--- src/rtl/bmd_rd_pkg.sv ---
// rtl/bmd_rd_pkg.sv - shared states, error bit indices and length decode for the MRd credit throttle
package bmd_rd_pkg;

    typedef enum logic [1:0] {
        ST_IDLE  = 2'b00,
        ST_RUN   = 2'b01,
        ST_DRAIN = 2'b10,
        ST_ERR   = 2'b11
    } rd_state_t;

    localparam int ERR_CPL = 0;
    localparam int ERR_TMO = 1;

    // PCIe length field: 0 means 1024 DWs
    function automatic logic [11:0] len_decode(input logic [10:0] len);
        return (len == 11'd0) ? 12'd1024 : {1'b0, len};
    endfunction

endpackage

--- src/rtl/bmd_rd_tmo_cnt.sv ---
// rtl/bmd_rd_tmo_cnt.sv - completion timeout counter with clear, enable and one-cycle expire pulse
module bmd_rd_tmo_cnt #(
    parameter int             W     = 20,
    parameter logic [W-1:0]   LIMIT = {W{1'b1}}
) (
    input  logic clk,
    input  logic rst,
    input  logic clr,
    input  logic en,
    output logic expire
);

    logic [W-1:0] cnt;

    always_ff @(posedge clk or posedge rst) begin
        if (rst) begin
            cnt <= '0;
        end else if (clr) begin
            cnt <= '0;
        end else if (en && cnt != LIMIT) begin
            cnt <= cnt + 1'b1;
        end
    end

    // fires on the cycle the count would reach LIMIT
    assign expire = en & ~clr & (cnt == LIMIT - 1'b1);

endmodule

--- src/rtl/bmd_rd_credit_throttle.sv ---
// rtl/bmd_rd_credit_throttle.sv - MRd request/DW credit throttle; optional high-water marks via BMD_RD_THROTTLE_HWM_EN
module bmd_rd_credit_throttle
    import bmd_rd_pkg::*;
#(
    parameter int                 MAX_REQ = 8,
    parameter int                 DW_W    = 16,
    parameter int                 TMO_W   = 20,
    parameter logic [TMO_W-1:0]   TMO_CYC = 20'hF_FFFF
) (
    input  logic            clk,
    input  logic            rst,
    input  logic            init_rst_i,
    input  logic            rd_metering_i,
    input  logic [7:0]      req_limit_i,
    input  logic [DW_W-1:0] dw_limit_i,
    input  logic            mrd_work_i,
    input  logic [10:0]     mrd_len_i,
    input  logic            mrd_sent_i,
    input  logic            cpld_vld_i,
    input  logic [10:0]     cpld_len_i,
    input  logic            cpld_last_i,
    input  logic            cpld_err_i,
`ifdef BMD_RD_THROTTLE_HWM_EN
    output logic [7:0]      hwm_req_o,
    output logic [DW_W-1:0] hwm_dw_o,
`endif
    output logic            mrd_work_o,
    output logic [7:0]      outst_req_o,
    output logic [DW_W-1:0] outst_dw_o,
    output logic [1:0]      state_o,
    output logic [1:0]      err_o
);

    localparam int CW = DW_W + 2;

    rd_state_t       state_q, state_nx;
    logic [7:0]      req_q, req_nx, eff_lim;
    logic [DW_W-1:0] dw_q, dw_nx;
    logic [1:0]      err_q, err_nx;
    logic            work_q, work_nx;
    logic [CW-1:0]   mrd_len, cpl_len, dw_sum, dw_diff;
    logic [DW_W:0]   dw_chk;
    logic            udf, ovf, err_evt, tmo_exp, cpl_done;

    assign mrd_len  = CW'(len_decode(mrd_len_i));
    assign cpl_len  = CW'(len_decode(cpld_len_i));
    assign cpl_done = cpld_vld_i & cpld_last_i;

    always_comb begin
        eff_lim = (req_limit_i > 8'(MAX_REQ)) ? 8'(MAX_REQ) : req_limit_i;
        if (eff_lim == 8'd0) eff_lim = 8'd1;
    end

    always_comb begin
        req_nx  = req_q;
        dw_nx   = dw_q;
        udf     = 1'b0;
        ovf     = 1'b0;
        dw_diff = '0;
        dw_sum  = {2'b00, dw_q} + (mrd_sent_i ? mrd_len : '0);
        if (mrd_sent_i && !cpl_done) begin
            if (req_q == 8'hFF) ovf = 1'b1;
            else                req_nx = req_q + 8'd1;
        end else if (!mrd_sent_i && cpl_done) begin
            if (req_q == 8'd0) udf = 1'b1;
            else               req_nx = req_q - 8'd1;
        end
        if (cpld_vld_i && dw_sum < cpl_len) begin
            udf   = 1'b1;
            dw_nx = '0;
        end else begin
            dw_diff = dw_sum - (cpld_vld_i ? cpl_len : '0);
            if (dw_diff > {2'b00, {DW_W{1'b1}}}) begin
                ovf   = 1'b1;
                dw_nx = '1;
            end else begin
                dw_nx = dw_diff[DW_W-1:0];
            end
        end
        if (state_q == ST_ERR) begin
            req_nx = req_q;
            dw_nx  = dw_q;
        end
    end

    assign err_evt = udf | cpld_err_i | tmo_exp;

    always_comb begin
        err_nx = err_q;
        if (udf | ovf | cpld_err_i) err_nx[ERR_CPL] = 1'b1;
        if (tmo_exp)                err_nx[ERR_TMO] = 1'b1;
    end

    always_comb begin
        state_nx = state_q;
        case (state_q)
            ST_IDLE:  if (mrd_work_i) state_nx = ST_RUN;
            ST_RUN:   if (!mrd_work_i) state_nx = (req_q != 8'd0) ? ST_DRAIN : ST_IDLE;
            ST_DRAIN: begin
                if (mrd_work_i)          state_nx = ST_RUN;
                else if (req_q == 8'd0)  state_nx = ST_IDLE;
            end
            default:  state_nx = ST_ERR;
        endcase
        if (err_evt) state_nx = ST_ERR;
    end

    // credit check on next-state counters, one bit wider so the sum cannot wrap
    assign dw_chk  = {1'b0, dw_nx} + mrd_len[DW_W:0];
    assign work_nx = mrd_work_i && (state_nx == ST_RUN) && (req_nx < eff_lim)
                     && (dw_chk <= {1'b0, dw_limit_i});

    always_ff @(posedge clk or posedge rst) begin
        if (rst) begin
            state_q <= ST_IDLE;
            req_q   <= '0;
            dw_q    <= '0;
            err_q   <= '0;
            work_q  <= 1'b0;
        end else if (init_rst_i) begin
            state_q <= ST_IDLE;
            req_q   <= '0;
            dw_q    <= '0;
            err_q   <= '0;
            work_q  <= 1'b0;
        end else begin
            state_q <= state_nx;
            req_q   <= req_nx;
            dw_q    <= dw_nx;
            err_q   <= err_nx;
            work_q  <= work_nx;
        end
    end

    bmd_rd_tmo_cnt #(
        .W     (TMO_W),
        .LIMIT (TMO_CYC)
    ) u_tmo (
        .clk    (clk),
        .rst    (rst),
        .clr    (init_rst_i | cpld_vld_i | (req_q == 8'd0)),
        .en     ((req_q != 8'd0) & (state_q != ST_ERR)),
        .expire (tmo_exp)
    );

`ifdef BMD_RD_THROTTLE_HWM_EN
    always_ff @(posedge clk or posedge rst) begin
        if (rst) begin
            hwm_req_o <= '0;
            hwm_dw_o  <= '0;
        end else if (init_rst_i) begin
            hwm_req_o <= '0;
            hwm_dw_o  <= '0;
        end else begin
            if (req_q > hwm_req_o) hwm_req_o <= req_q;
            if (dw_q > hwm_dw_o)   hwm_dw_o  <= dw_q;
        end
    end
`endif

    assign mrd_work_o  = (state_q == ST_ERR) ? 1'b0 : (rd_metering_i ? work_q : mrd_work_i);
    assign outst_req_o = req_q;
    assign outst_dw_o  = dw_q;
    assign state_o     = state_q;
    assign err_o       = err_q;

endmodule

--- config.mk ---
export PLATFORM = sky130hd
export DESIGN_NAME = bmd_rd_credit_throttle
export DESIGN_NICKNAME = d
export VERILOG_FILES = /design/src/rtl/bmd_rd_pkg.sv /design/src/rtl/bmd_rd_tmo_cnt.sv /design/src/rtl/bmd_rd_credit_throttle.sv
export SDC_FILE = /design/constraint.sdc
export NUM_CORES = 1
export LEC_CHECK = 0
export BUFFER_PORTS_ARGS = -buffer_cell sky130_fd_sc_hd__buf_2
export CORE_MARGIN = 1.5
export CORE_UTILIZATION = 41
export DETAILED_ROUTE_END_ITERATION = 8
export GPL_TIMING_DRIVEN = 0
export HOLD_SLACK_MARGIN = 0.06
export SYNTH_ARGS = -nofsm -noshare
export SYNTH_HDL_FRONTEND = slang
export SYNTH_SLANG_ARGS = --single-unit
--- constraint.sdc ---
create_clock -name clk -period 7.4 [get_ports clk]
set_input_delay 1.48 -clock clk [delete_from_list [all_inputs] [get_ports clk]]
set_output_delay 1.48 -clock clk [all_outputs]
set_load 0.01 [all_outputs]
==> metrics.txt <==
Fin Setup TNS -1.18 ns; Layout Cells excl Fill 1071; Net Sw Power 1.89 mW; Netlist cell types between 70 and 80; number of flops mapped to enable cells by yosys 0; share of layout cells above drive strength 1 between 20% and 30%; most common cell after layout, fill and taps aside buf_2; Tcrit/Tclk final 116%; Worst setup SP type input pin; worst reg2reg path endpoint work_q$_DFF_PP0_; crit path from mrd_sent_i; H-Tree Depth 2; Primary FF master, synth dfrtp_1; First DRT Iteration DRCs 307; Initial Util 42.6%; critical path peak fanout 8; die span in x 121 um; slowest stage delay, CP 0.48 ns; Post-Syn Area per Cell 7.73 um2; global router's overall resource usage 23.8%; first-pass GRT wire length about 28 mm; M2 GR Usage 39.6%; clk slew on worst S/H paths 0.07 ns; Clock Latency Late Sink between 0.2 and 0.3 ns; CTS Root Buffer Type clkbuf_16; Flop pwr share about 9.8%; Pint 2.02 mW; CTS sink count 49; final worst slack -1.18 ns; Port Buffer Count 82; outcome complete, but fails checks; most used routing layer met2; setup violation total in the final timing report 1; Max Buffers Root-to-Sink 2; # diodes 0; die area between 0.01 and 0.015 mm2; cts hold-fix bufs 0; MaxCap Viol Count 0; CTS tree yes; Slew Viols, Final 0; commonest cells after routing, fill and taps aside buf_2 (82), nor2_1 (70), nand2_1 (64); most used cell, CP ha_4; Hold Vio Cnt, Final 0; DRT Pass-1 Iters 5; Avg WL per Cell 16.4 um; GPL Wtd Cong 0.885; Post-Place Cells 1000; Worst Setup EP work_q$_DFF_PP0_; Gate power share 84.2%; antenna violations before repair 0; met3 Use GR 2.58%; Residual DRC 0; final wirelength 17.6 mm; vias in the first global route 5730; Antenna Nets Post-Route 0; clock share of power 6.0%; #FFs+latches synth 49; grt ovf 0; area grow syn2layout 28.7%; worst min path class flip-flop to flip-flop; Post-synth ARST share 100%; synth warn 0; shortest period the worst path allows 8.58 ns; Adder-Cell Fraction of Synth Area between 15 and 20%; Slew @ Worst Pin 0.748 ns; DP Worst Slack -1.89 ns; DR vias/cell 5.49; std cell rows 42; simple-gate share of the synthesized area 26.9%; crit path DAT 8.77 ns; pwr/cell area 533 mW/mm2; r2r setup slk -0.10 ns; slowest CP cell o41a_1; Num CTS Buffers 5; Sw Ratio just under 50%; FF-to-FF path depth 39; Nets 1023; largest net degree at the start of global routing 42; Fmax approximately 120 MHz; critical path class input pin to flip-flop; WP data required 7.59 ns; Post-Synth XOR/XNOR Area 7.98%; CORE AREA 0.0134 mm2; sequential share of the synthesized area 21.5%; dpl hpwl approximately 13 mm; Post-Syn Area ~0.0057 mm2; routed vias just under 6000; CP Capture Type flip-flop; LEAKAGE 3.45 nW; GR Layer Usage met1 32.6%; Clock Skew 0.00884 ns; largest family of logic cells by synthesized area simple AND/OR/NAND/NOR gates; Slew HR 49.4%; RSZ-0062 raised after global routing yes; mux cell area share after synthesis 0.373%; Die Ht about 120 um; Synth Area in Compound Gates about a fifth; cells after synthesis 738; failing checks negative setup slack; Critical R2R Launch outst_dw_o[0]$_DFF_PP0_; Boundary Pins 84; Max IR drop VDD 407 uV
==> metal layers <==
layer	part of all wire (%)	wire length [um]
met5	0	0
met4	1.9	340
met1	46	8120
met3	4.5	796
met2	47	8310
==> layout make-up <==
type	count	area, um2
Sequential cell	49	1230
Multi-Input combinational cell	612	4520
Inverter	52	195
Fill cell	1295	6050
Tap cell	176	220
Timing Repair Buffer	146	913
Buffer	28	125
Clock inverter	3	25.0
Clock buffer	5	125
==> power groups by stage <==
stage,combinational [mW],clock [mW],sequential (mW)
floorplan,1.87,0,0.381
CTS,2.91,0.244,0.378
detailed placement,2.47,0,0.381
finish,3.30,0.237,0.383
global placement,2.39,0,0.382
global route,3.63,0.253,0.387
==> cell usage after synthesis (10+ instances only) <==
master,count,area [um2]
nor2_1,74,278
ha_1,71,888
nand2_1,64,240
inv_1,52,195
dfrtp_1,49,1230
a21oi_1,46,230
o21ai_0,42,210
xnor2_1,28,245
clkbuf_1,24,90.1
xor2_1,24,210
nor3_1,23,115
and2_1,22,138
nor2b_1,21,131
nand4_1,19,119
a21o_1,14,105
a211oi_1,13,97.6
nand2b_1,10,62.6
==> worst min path at each step <==
stage / start / end / depth (start not counted)
floorplan: u_tmo.cnt[7]$_DFFE_PP0P_ / u_tmo.cnt[7]$_DFFE_PP0P_ / 2
global placement: u_tmo.cnt[7]$_DFFE_PP0P_ / u_tmo.cnt[7]$_DFFE_PP0P_ / 2
detailed placement: u_tmo.cnt[7]$_DFFE_PP0P_ / u_tmo.cnt[7]$_DFFE_PP0P_ / 2
CTS: u_tmo.cnt[7]$_DFFE_PP0P_ / u_tmo.cnt[7]$_DFFE_PP0P_ / 2
global route: u_tmo.cnt[18]$_DFFE_PP0P_ / u_tmo.cnt[18]$_DFFE_PP0P_ / 2
finish: u_tmo.cnt[7]$_DFFE_PP0P_ / u_tmo.cnt[7]$_DFFE_PP0P_ / 2
==> state kept, by name (all words and copies together) (netlist names) <==
signal / count
err_o: 2
outst_dw_o: 16
outst_req_o: 8
state_o: 2
u_tmo.cnt: 20
work_q: 1
==> kinds of logic after synthesis <==
logic type	Yosys count
AND/OR/NAND/NOR	296
AO/OA/AOI/OAI	184
buffers and inverters	80
adder cells (fa/ha/maj)	74
XOR/XNOR	52
flip-flops	49
multiplexers	2
other	1
==> what timing repair did <==
item	4_1_cts	5_1_grt
buffers inserted	50	13
pin swaps	32	37
resized for setup	29	37
setup endpoints to repair	1	2
==> metrics by stage <==
stage               area, um2  utilization (%)  hold WS, ns  total power [mW]
floorplan                5750                -        0.498              2.25
global placement         6380             47.6        0.515              2.77
detailed placement       6400             47.8        0.533              2.85
CTS                      7070             52.8        0.552              3.53
global route             7350             54.8        0.567              4.27
finish                   7350             54.8        0.548              3.92
==> worst max-delay path: cells and delay by family <==
family                     cells  cell delay (ns)
buffers and inverters          5             0.44
AOI/OAI and AO/OA             14             2.82
and+or+nand+nor               15             2.25
xor gates and xnor gates       2             0.31
adders and majority gates      6             1.48
No activity file was read; power rests on OpenSTA's default activity.
